==> config.mk <==
export PLATFORM = sky130hd
export DESIGN_NAME = round_delay_timer
export DESIGN_NICKNAME = d
export VERILOG_FILES = /design/src/rtl/round_delay_timer.sv
export SDC_FILE = /design/constraint.sdc
export NUM_CORES = 1
export LEC_CHECK = 0
export CORE_MARGIN = 2
export CORE_UTILIZATION = 40
export DETAILED_ROUTE_END_ITERATION = 8
export PLACE_DENSITY = 0.67
export SYNTH_ARGS = -nofsm -noshare
export SYNTH_HDL_FRONTEND = slang
export SYNTH_SLANG_ARGS = --single-unit
export TNS_END_PERCENT = 1
==> constraint.sdc <==
create_clock -name clk -period 4.9 [get_ports clk]
set_clock_uncertainty 0.1 [all_clocks]
set_input_delay 0.735 -clock clk [delete_from_list [all_inputs] [get_ports clk]]
set_output_delay 0.735 -clock clk [all_outputs]
set_load 0.02 [all_outputs]
==> src/rtl/round_delay_timer.sv <==
// rtl/round_delay_timer.sv - inter-round delay timer with sticky final-finish flag
module round_delay_timer #(
  parameter int N_PLAYERS    = 2,
  parameter int CNT_W        = 28,
  parameter int ROUND_CYCLES = 36000000,
  parameter int FINAL_CYCLES = 60000000
) (
  input  logic                 clk,
  input  logic                 rst,
  input  logic [N_PLAYERS-1:0] start,
  input  logic                 is_final,
  output logic                 is_wait,
  output logic                 is_final_finish,
  output logic                 done_pulse,
  output logic [CNT_W-1:0]     cnt_out
);

  localparam logic [CNT_W-1:0] ROUND_TGT = CNT_W'(ROUND_CYCLES);
  localparam logic [CNT_W-1:0] FINAL_TGT = CNT_W'(FINAL_CYCLES);
  localparam logic [CNT_W-1:0] ONE       = CNT_W'(1);

  typedef enum logic [1:0] {
    IDLE     = 2'd0,
    COUNT    = 2'd1,
    FINISHED = 2'd2
  } state_t;

  state_t           state_q, state_d;
  logic [CNT_W-1:0] cnt_q, cnt_d;
  logic [CNT_W-1:0] tgt_q, tgt_d;
  logic             final_q, final_d;
  logic             held_prev_q;
  logic             wait_q, wait_d;
  logic             ff_q, ff_d;
  logic             done_q, done_d;

  logic any_held;
  logic trigger;

  // A trigger is the release of the last held button: some button was held
  // last cycle and none is held now.
  assign any_held = |start;
  assign trigger  = held_prev_q & ~any_held;

  // Next-state logic: trigger from IDLE starts a delay, COUNT runs to the
  // latched target, FINISHED parks until reset.
  always_comb begin
    state_d = state_q;
    cnt_d   = cnt_q;
    tgt_d   = tgt_q;
    final_d = final_q;
    wait_d  = wait_q;
    ff_d    = ff_q;
    done_d  = 1'b0;
    case (state_q)
      IDLE: begin
        wait_d = 1'b1;
        if (trigger) begin
          state_d = COUNT;
          cnt_d   = '0;
          wait_d  = 1'b0;
          tgt_d   = is_final ? FINAL_TGT : ROUND_TGT;
          final_d = is_final;
        end
      end
      COUNT: begin
        if (cnt_q == tgt_q - ONE) begin
          cnt_d  = '0;
          done_d = 1'b1;
          wait_d = 1'b1;
          if (final_q) begin
            ff_d    = 1'b1;
            state_d = FINISHED;
          end else begin
            state_d = IDLE;
          end
        end else begin
          cnt_d = cnt_q + ONE;
        end
      end
      FINISHED: begin
        wait_d = 1'b1;
        ff_d   = 1'b1;
      end
      default: begin
        state_d = IDLE;
        cnt_d   = '0;
        wait_d  = 1'b1;
      end
    endcase
  end

  // State and output registers; reset overrides everything, and the
  // previous-held register tracks the buttons in every state.
  always_ff @(posedge clk) begin
    if (rst) begin
      state_q     <= IDLE;
      cnt_q       <= '0;
      tgt_q       <= ROUND_TGT;
      final_q     <= 1'b0;
      held_prev_q <= 1'b0;
      wait_q      <= 1'b1;
      ff_q        <= 1'b0;
      done_q      <= 1'b0;
    end else begin
      state_q     <= state_d;
      cnt_q       <= cnt_d;
      tgt_q       <= tgt_d;
      final_q     <= final_d;
      held_prev_q <= any_held;
      wait_q      <= wait_d;
      ff_q        <= ff_d;
      done_q      <= done_d;
    end
  end

  assign is_wait         = wait_q;
  assign is_final_finish = ff_q;
  assign done_pulse      = done_q;
  assign cnt_out         = cnt_q;

endmodule
After elaboration in Yosys (flattened, before gate mapping)
Cells that the tools add are included.

cells by class
  add/subtract/negate cells = 2
  eq/ne operators = 6
  multiplexer cells = 15
  bitwise operators = 4
  reductions and logical operators = 8

operators by type and width
  operator                                            count
  case mux 28 bit (3 select lines)                    1
  two-way mux 28 bit                                  2
  adder 28 x 1 -> 28 bit, second input constant       1
  == test 28 bit                                      1
  subtractor 28 x 1 -> 28 bit, second input constant  1
  two-way mux 25 bit                                  1
  two-way mux 2 bit                                   3
  inequality test 2 bit, second input constant        3
  case mux 2 bit (3 select lines)                     1
  AND reduction 3 bit                                 2
  two-way mux 1 bit                                   5
  case mux 1 bit (2 select lines)                     2
  AND reduction 2 bit                                 2
  OR reduction 2 bit                                  2
  NOT 1 bit                                           3
  == test 2 x 1 -> 1 bit, second input constant       1
  == test 2 bit, second input constant                1
  logical NOT 2 bit                                   1
  nonzero test 2 bit                                  1
  AND 1 bit                                           1

storage, ports and cells
  register bits after elaboration = 63
  input bits = 5
  output and inout bits = 31
  word-level logic and storage cells = 43

Logic depth before layout (Yosys ltp)
Gate-level depths: netlist of the first run.

  depth after elaboration = 5
  depth in mapped cells = 7
  depth with buffers taken out = 6

Worst setup path before layout of the first run
No wires, ideal clock.

  kind = register to register
  start = register cnt_q[7] (netlist: cnt_out[7])
  end = register cnt_q[27] (netlist: cnt_out[27])
  library setup time = 120 ps
  arrival time = 2218 ps
  required time = 4680 ps
  path slack = 2462 ps
  stages on the path, launching flop included = 6
  buffers on the path = 0
  clock period less this slack = 2438 ps
  path through = dfxtp_1 nand4_1 or4_4 or4_4 and3_1 a211o_1

between the ends
  longest elaborated chain between the ends = 3
  elaborated cells between the ends (all ways) = 4
  classes of those cells = add/sub: 1; eq/ne: 1; mux: 2

RTL lines
  item                                                             RTL line  text
  start, declared                                                  29        logic [CNT_W-1:0] cnt_q, cnt_d;
  start signal, assigned                                           107       cnt_q <= cnt_d;
  adder 28 x 1 -> 28 bit / == test 28 bit (equally long branches)  78, 67
  two-way mux 28 bit *                                             67        if (cnt_q == tgt_q - ONE) begin
  case mux 28 bit (3 select lines) *                               55        case (state_q)

Every way passes the cells marked *; elsewhere a longest branch is shown, timed or not.
A chain may end at the register's enable or synchronous reset.

Worst setup path in the final report of the first run
  start = input port start[1]
  end = register cnt_q[18] (netlist: cnt_out[18])

between the ends
  longest elaborated chain between the ends = 5

RTL lines
  item                                    RTL line  text
  start, declared                         10        input logic [N_PLAYERS-1:0] start,
  OR reduction 2 bit                      42        assign any_held = |start;
  NOT 1 bit                               43        assign trigger = held_prev_q & ~any_held;
  AND 1 bit                               43
  inequality test 2 bit (no source line)  n/a
  AND reduction 2 bit (no source line)    n/a

Every way passes these cells.

==> metrics.md, run 1 <==
| Metric | Value |
|---|---|
| Status | finished clean |
| Wire per inst | 13.9 um |
| Vias/cell | 5.59 |
| TritonCTS clock tree | done |
| Clk sinks | 36 |
| Diode count | 0 |
| M2 GR Usage | 0.273 |
| Synth cell types | 37 |
| Final-report setup violation count | 0 |
| Synth Flop Type | dfxtp_1 |
| Clock Pin Slew Worst Setup and Hold Paths | 0.07 ns |
| Share of the yosys chip area belonging to registers | 0.404 |
| Routed WL | 4180 um |
| Synth Instances | 215 |
| Synthesized area per cell | 8.29 sq um |
| GP Congestion | 0.806 |
| Most common cell after layout, fill and taps aside | dfxtp_1 |
| Crit. End Element | register |
| Grt met3 use | 0.0598 |
| Worst hold margin | 0.363 ns |
| Largest cells by area after synthesis | dfxtp_1 (40%), xnor2_1 (8.4%), nor2_1 (6.7%) |
| Post-synth EDFFs | 0 |
| Post-synth top area share | 0.404 |
| Total CTS buffers | 5 |
| Fillers | 434 |
| Setup Fix Bufs, Post-CTS | 0 |
| Slowest cell on the critical path | o211ai_1 |
| Drt drc | 0 |
| Final Cycle Share | 0.562 |
| Nets | 254 |
| Hold buffer count at CTS | 0 |
| Detailed Route Iter0 Violations | 126 |
| Number of core rows | 24 |
| FF+latch count, synth | 36 |
| Unrepaired setup endpoints after global routing | false |
| PostCTS Resize Cnt | 0 |
| Critical path buffer and inverter count | 1 |
| Htree depth | 2 |
| Crit Path Category | input pin to register |
| Lkg Pwr | 0.734 nW |
| Post-synth net total | 221 |
| Antenna violations before repair | 0 |
| Post-synth ARST share | 0 |
| Final setup TNS | 0 ns |
| Latest clock arrival within the worst-skew pair | 0.29 ns |
| CP arrival | 2.83 ns |
| Crit-path cells | clkdlybuf4s50_1 -> nor4b_1 -> o211ai_1 -> nor4_1 -> xnor2_1 -> nor2_1 |
| Core area | 0.00432 sq mm |
| Port Buf Inserts | 35 |
| Max Cap Viol | 0 |
| Finished Core Util | 0.522 |
| Chip Width | 70.7 um |
| Clock root cell | clkbuf_8 |
| P per Cell Area | 242 mW/mm^2 |
| Slew headroom | 0.243 |
| HPWL after DPL | 2890 um |
| Hold crit path type | register to register |
| Critical path required time | 4.98 ns |
| Most frequent cells in the layout | dfxtp_1 (36), clkdlybuf4s50_1 (35), nor2_1 (32), nand2_1 (20), xnor2_1 (17) |
| ANT nets after route | 0 |
| Setup WS post-layout | 2.15 ns |
| Total GRT Usage | 0.182 |
| Vias | 1683 |
| Pre-CTS WS | 1.81 ns |
| GR peak layer | met2 |
| Post-layout instance area | 0.00226 sq mm |
| Final worst path period need | 2.75 ns |
| Share of cells above drive strength 1 | 0.0602 |
| Critical path startpoint category | input pin |
| Drt first pass iters | 4 |
| Slowest Stage Delay on Critical Path | 0.50 ns |
| Flop2flop setup slack | 2.41 ns |
| Met1 global-route usage | 0.243 |
| Final Hold Viols | 0 |
| First-pass GRT wire length | 7280 um |
| Layout area overhead | 26.8% |
| Initial Utilization | 0.412 |
| Largest net degree at the start of global routing | 22 |
| CP max FO | 16 |
| Vias in the first global route | 1497 |
| Die ar. | 0.00500 sq mm |
| Pins Over Slew Limit | 0 |
| Ys Warns | 0 |
| Post-place instance area | 0.00216 sq mm |
| Peak supply drop | 0.156 mV |
| Aggregate global routing overflow | 0 |
| Delay-heaviest family, CP | simple AND/OR/NAND/NOR gates |
| Synth Cell Area | 0.00178 sq mm |
| CTS max path bufs | 2 |
| Cell accounting for the most synthesized area | dfxtp_1 |
| # IOs | 36 |
| Fmax | 0.363 GHz |
| Chip Height | 70.7 um |
| Worst-Margin Slew | 1.13 ns |
-- layout make-up --
cell class | instances | area, sq um | share of cell area
Clock buffer | 7 | 86.3 | 0.0382
Sequential cell | 36 | 721 | 0.319
Inverter | 6 | 22.5 | 0.00997
Clock inverter | 1 | 7.51 | 0.00332
Tap cell | 52 | 65.1 | 0.0288
Multi-Input combinational cell | 163 | 998 | 0.442
Timing Repair Buffer | 36 | 358 | 0.158
-- per-layer routing --
metal / up-vias / wire [um]
met1: 788 / 2010
met4: 0 / 73
met3: 7 / 249
li1: 842 / -
met2: 46 / 1840
met5: - / 0
-- metrics by stage --
stage / power [mW] / cells
finish: 0.546 / 301
detailed placement: 0.332 / 293
floorplan: 0.321 / 215
global placement: 0.331 / 293
global route: 0.572 / 301
CTS: 0.553 / 301
-- path summary, 6_finish.rpt --
check | cells past startpoint | from | endpoint
max | 6 | start[1] | cnt_out[18]
min | 2 | is_final_finish | is_final_finish
max reg2reg | 5 | cnt_out[7] | cnt_out[27]
min reg2reg | 2 | is_final_finish | is_final_finish
-- synthesized netlist by cell type, types with 3 or more instances --
| cell type | n |
|---|---|
| xor2_1 | 4 |
| nor2_1 | 32 |
| inv_1 | 6 |
| and3_1 | 5 |
| nor4_1 | 4 |
| nor3_1 | 9 |
| nand2_1 | 20 |
| dfxtp_1 | 36 |
| clkbuf_1 | 6 |
| or3_1 | 4 |
| nor3b_1 | 3 |
| xnor2_1 | 17 |
| nand4_1 | 15 |
| o21ai_0 | 3 |
| and4_1 | 3 |
| nand3_1 | 10 |
| or4_1 | 5 |
| mux2i_1 | 3 |
-- worst register-to-register path, delay by kind of cell (launching register included) --
kind	cells	cell delay, ns
AND/OR/NAND/NOR	4	1.57
flip-flops	1	0.44
AO/OA/AOI/OAI	1	0.25
-- state kept, by name, indices dropped and copies added, names as in the netlist --
name	flops
held_prev_q	1
tgt_q	2
is_final_finish	1
cnt_out	28
state_q	2
is_wait	1
done_pulse	1
-- power breakdown --
| part | leakage, nW | switching, mW | internal (mW) |
|---|---|---|---|
| clock | 0.0445 | 0.107 | 0.114 |
| combinational | 0.399 | 0.0150 | 0.0111 |
| sequential | 0.291 | 0.00365 | 0.295 |
-- kinds of logic (layout without fill, tap and decap cells) --
kind of cell               after synthesis  in the layout  share of synthesized area
AOI/OAI and AO/OA                       14             14                     0.0555
xor gates and xnor gates                21             21                      0.103
adders and majority gates                1              1                    0.00702
buffers and inverters                   16             50                     0.0351
DFF                                     36             36                      0.404
muxes                                    3              3                     0.0169
and+or+nand+nor                        124            124                      0.378
(Power assumes the default switching activity.)
==> run 2: changes to the inputs <==
==> constraint.sdc (replaced) <==
create_clock -name clk -period 2.88 [get_ports clk]
set_clock_uncertainty 0.1 [all_clocks]
set_input_delay 0.432 -clock clk [delete_from_list [all_inputs] [get_ports clk]]
set_output_delay 0.432 -clock clk [all_outputs]
set_load 0.02 [all_outputs]
==> metrics.md, run 2 (synthesis gave the netlist of run 1 again) <==
| Metric | Value |
|---|---|
| Status | finished clean (unchanged) |
| Chip Width | 70.7 um (unchanged) |
| Met2 routed WL | 1900 um (was 1840 um) |
| Drt first pass iters | 4 (unchanged) |
| R2R Path Start | cnt_out[8] (was cnt_out[7]) |
| P per Cell Area | 404 mW/mm^2 (was 242 mW/mm^2) |
| Uppermost routed layer | met4 (unchanged) |
| Number of core rows | 24 (unchanged) |
| Vias/cell | 5.55 (was 5.59) |
| TritonCTS clock tree | done (unchanged) |
| Worst Hold Path Cells | 2 (unchanged) |
| Antenna violations before repair | 0 (unchanged) |
| Critical path startpoint category | register (was input pin) |
| Vias in the first global route | 1510 (was 1497) |
| ANT nets after route | 0 (unchanged) |
| Delay-heaviest family, CP | simple AND/OR/NAND/NOR gates (unchanged) |
| Critical path required time | 2.95 ns (was 4.98 ns) |
| Nets | 256 (was 254) |
| Peak supply drop | 0.219 mV (was 0.156 mV) |
| Critical path buffer and inverter count | 0 (was 1) |
| Die ar. | 0.00500 sq mm (unchanged) |
| Setup WS post-layout | 0.387 ns (was 2.15 ns) |
| Crit Path Category | register to register (was input pin to register) |
| Finished Core Util | 0.525 (was 0.522) |
| Detailed Route Iter0 Violations | 108 (was 126) |
| Initial Utilization | 0.412 (unchanged) |
| Port Buf Inserts | 35 (unchanged) |
| WL met3 | 227 um (was 249 um) |
| Clk sinks | 36 (unchanged) |
| HPWL after DPL | 3090 um (was 2890 um) |
| CP arrival | 2.57 ns (was 2.83 ns) |
| Max Cap Viol | 0 (unchanged) |
| CP max FO | 8 (was 16) |
| Setup Fix Bufs, Post-CTS | 0 (unchanged) |
| Core area | 0.00432 sq mm (unchanged) |
| Worst-Margin Slew | 0.550 ns (was 1.13 ns) |
| Slowest Stage Delay on Critical Path | 0.59 ns (was 0.50 ns) |
| Flop2flop setup slack | 0.39 ns (was 2.41 ns) |
| Latest clock arrival within the worst-skew pair | 0.29 ns (about the same) |
| Final setup TNS | 0 ns (unchanged) |
| Vias | 1682 (was 1683) |
| Htree depth | 2 (unchanged) |
| Hold crit path type | register to register (unchanged) |
| Hold buffer count at CTS | 0 (unchanged) |
| Slew headroom | 0.632 (was 0.243) |
| Total GRT Usage | 0.181 (was 0.182) |
| Worst r2r dst | cnt_out[27] (unchanged) |
| # IOs | 36 (unchanged) |
| Most frequent CP cell | or4_4 |
| Unrepaired setup endpoints after global routing | false (unchanged) |
| Aggregate global routing overflow | 0 (unchanged) |
| CTS max path bufs | 2 (unchanged) |
| Slowest cell on the critical path | or4_4 (was o211ai_1) |
| Pre-CTS WS | 0.420 ns (was 1.81 ns) |
| Clock root cell | clkbuf_8 (unchanged) |
| Routed WL | 4330 um (was 4180 um) |
| Clock Pin Slew Worst Setup and Hold Paths | 0.07 ns (about the same) |
| Largest net degree at the start of global routing | 22 (unchanged) |
| Final-report setup violation count | 0 (unchanged) |
| Wire per inst | 14.3 um (was 13.9 um) |
| Most common cell after layout, fill and taps aside | dfxtp_1 (unchanged) |
| WHS Endpoint | is_final_finish (unchanged) |
| Reg2reg path depth | 5 (unchanged) |
| Crit. End Element | register (unchanged) |
| Fmax | 0.401 GHz |
| Pins Over Slew Limit | 0 (unchanged) |
| Share of cells above drive strength 1 | 0.0637 (was 0.0602) |
| Lkg Pwr | 0.744 nW (was 0.734 nW) |
| Total CTS buffers | 5 (unchanged) |
| Crit-path cells | nand4_2 -> or4_4 -> or4_4 -> and3_1 -> a211o_1 (was clkdlybuf4s50_1 -> nor4b_1 -> o211ai_1 -> nor4_1 -> xnor2_1 -> nor2_1) |
| Power Total | 0.918 mW (was 0.546 mW) |
| GP Congestion | 0.845 (was 0.806) |
| Layout area overhead | 27.4% (was 26.8%) |
| Most frequent cells in the layout | dfxtp_1 (36), clkdlybuf4s50_1 (35), nor2_1 (32), nand2_1 (20), xnor2_1 (17) (unchanged) |
| Drt drc | 0 (unchanged) |
| WL met1 | 2140 um (was 2010 um) |
| Final Hold Viols | 0 (unchanged) |
| Final Cycle Share | 0.866 |
| Final worst path period need | 2.49 ns |
| First-pass GRT wire length | 7240 um (was 7280 um) |
| Min-delay src | is_final_finish (unchanged) |
| PostCTS Resize Cnt | 0 (unchanged) |
| Diode count | 0 (unchanged) |
| Max reg flops | 28 (unchanged) |
| Chip Height | 70.7 um (unchanged) |
## run 2: cell count changes in the layout (fill, tap and decap cells not counted)
cell | before | now
buf_4 | 1 | 3
clkbuf_1 | 1 | 2
clkinvlp_4 | 1 | 0
## run 2: stage by stage
| stage | hold WS, ns | instance area [sq um] | std cells |
|---|---|---|---|
| 3_3_place_gp | 0.357 | 2180 | 295 |
| 3_5_place_dp | 0.390 | 2180 | 295 |
| 6_report | 0.404 | 2270 | 303 |
| 2_1_floorplan | 0.372 | 1780 | 215 |
| 4_1_cts | 0.407 | 2270 | 303 |
| 5_1_grt | 0.420 | 2270 | 303 |
## run 2: worst min-delay path, cell delays in order (launching register included)
cell and delay (ns):
dfxtp_1 0.32, inv_1 0.05, a31oi_1 0.08
## run 2: report_power, final
group,total (mW),internal [mW],switching (mW)
clock,0.365,0.195,0.170
combinational,0.0444,0.0189,0.0256
sequential,0.509,0.502,0.00632
total,0.918,0.716,0.202
## run 2: worst max path at each step
| stage | cells past startpoint | to | startpoint |
|---|---|---|---|
| 3_5_place_dp | 5 | cnt_out[27] | cnt_out[8] |
| 6_report | 5 | cnt_out[27] | cnt_out[8] |
| 3_3_place_gp | 5 | cnt_out[27] | cnt_out[12] |
| 2_1_floorplan | 5 | cnt_out[27] | cnt_out[7] |
| 5_1_grt | 5 | cnt_out[27] | cnt_out[12] |
| 4_1_cts | 5 | cnt_out[27] | cnt_out[8] |
## run 2: area by class of cell
class                           instances  area, sq um
Sequential cell                        36          721
Timing Repair Buffer                   38          373
Multi-Input combinational cell        163          998
Tap cell                               52         65.1
Fill cell                             440         2050
Inverter                                6         22.5
Clock buffer                            8         90.1
## run 2: metal layers
layer | vias up | GRT usage
met5 | - | 0
met4 | 0 | 0.0671
li1 | 845 | -
met2 | 43 | 0.271
met1 | 788 | 0.250
met3 | 6 | 0.0499
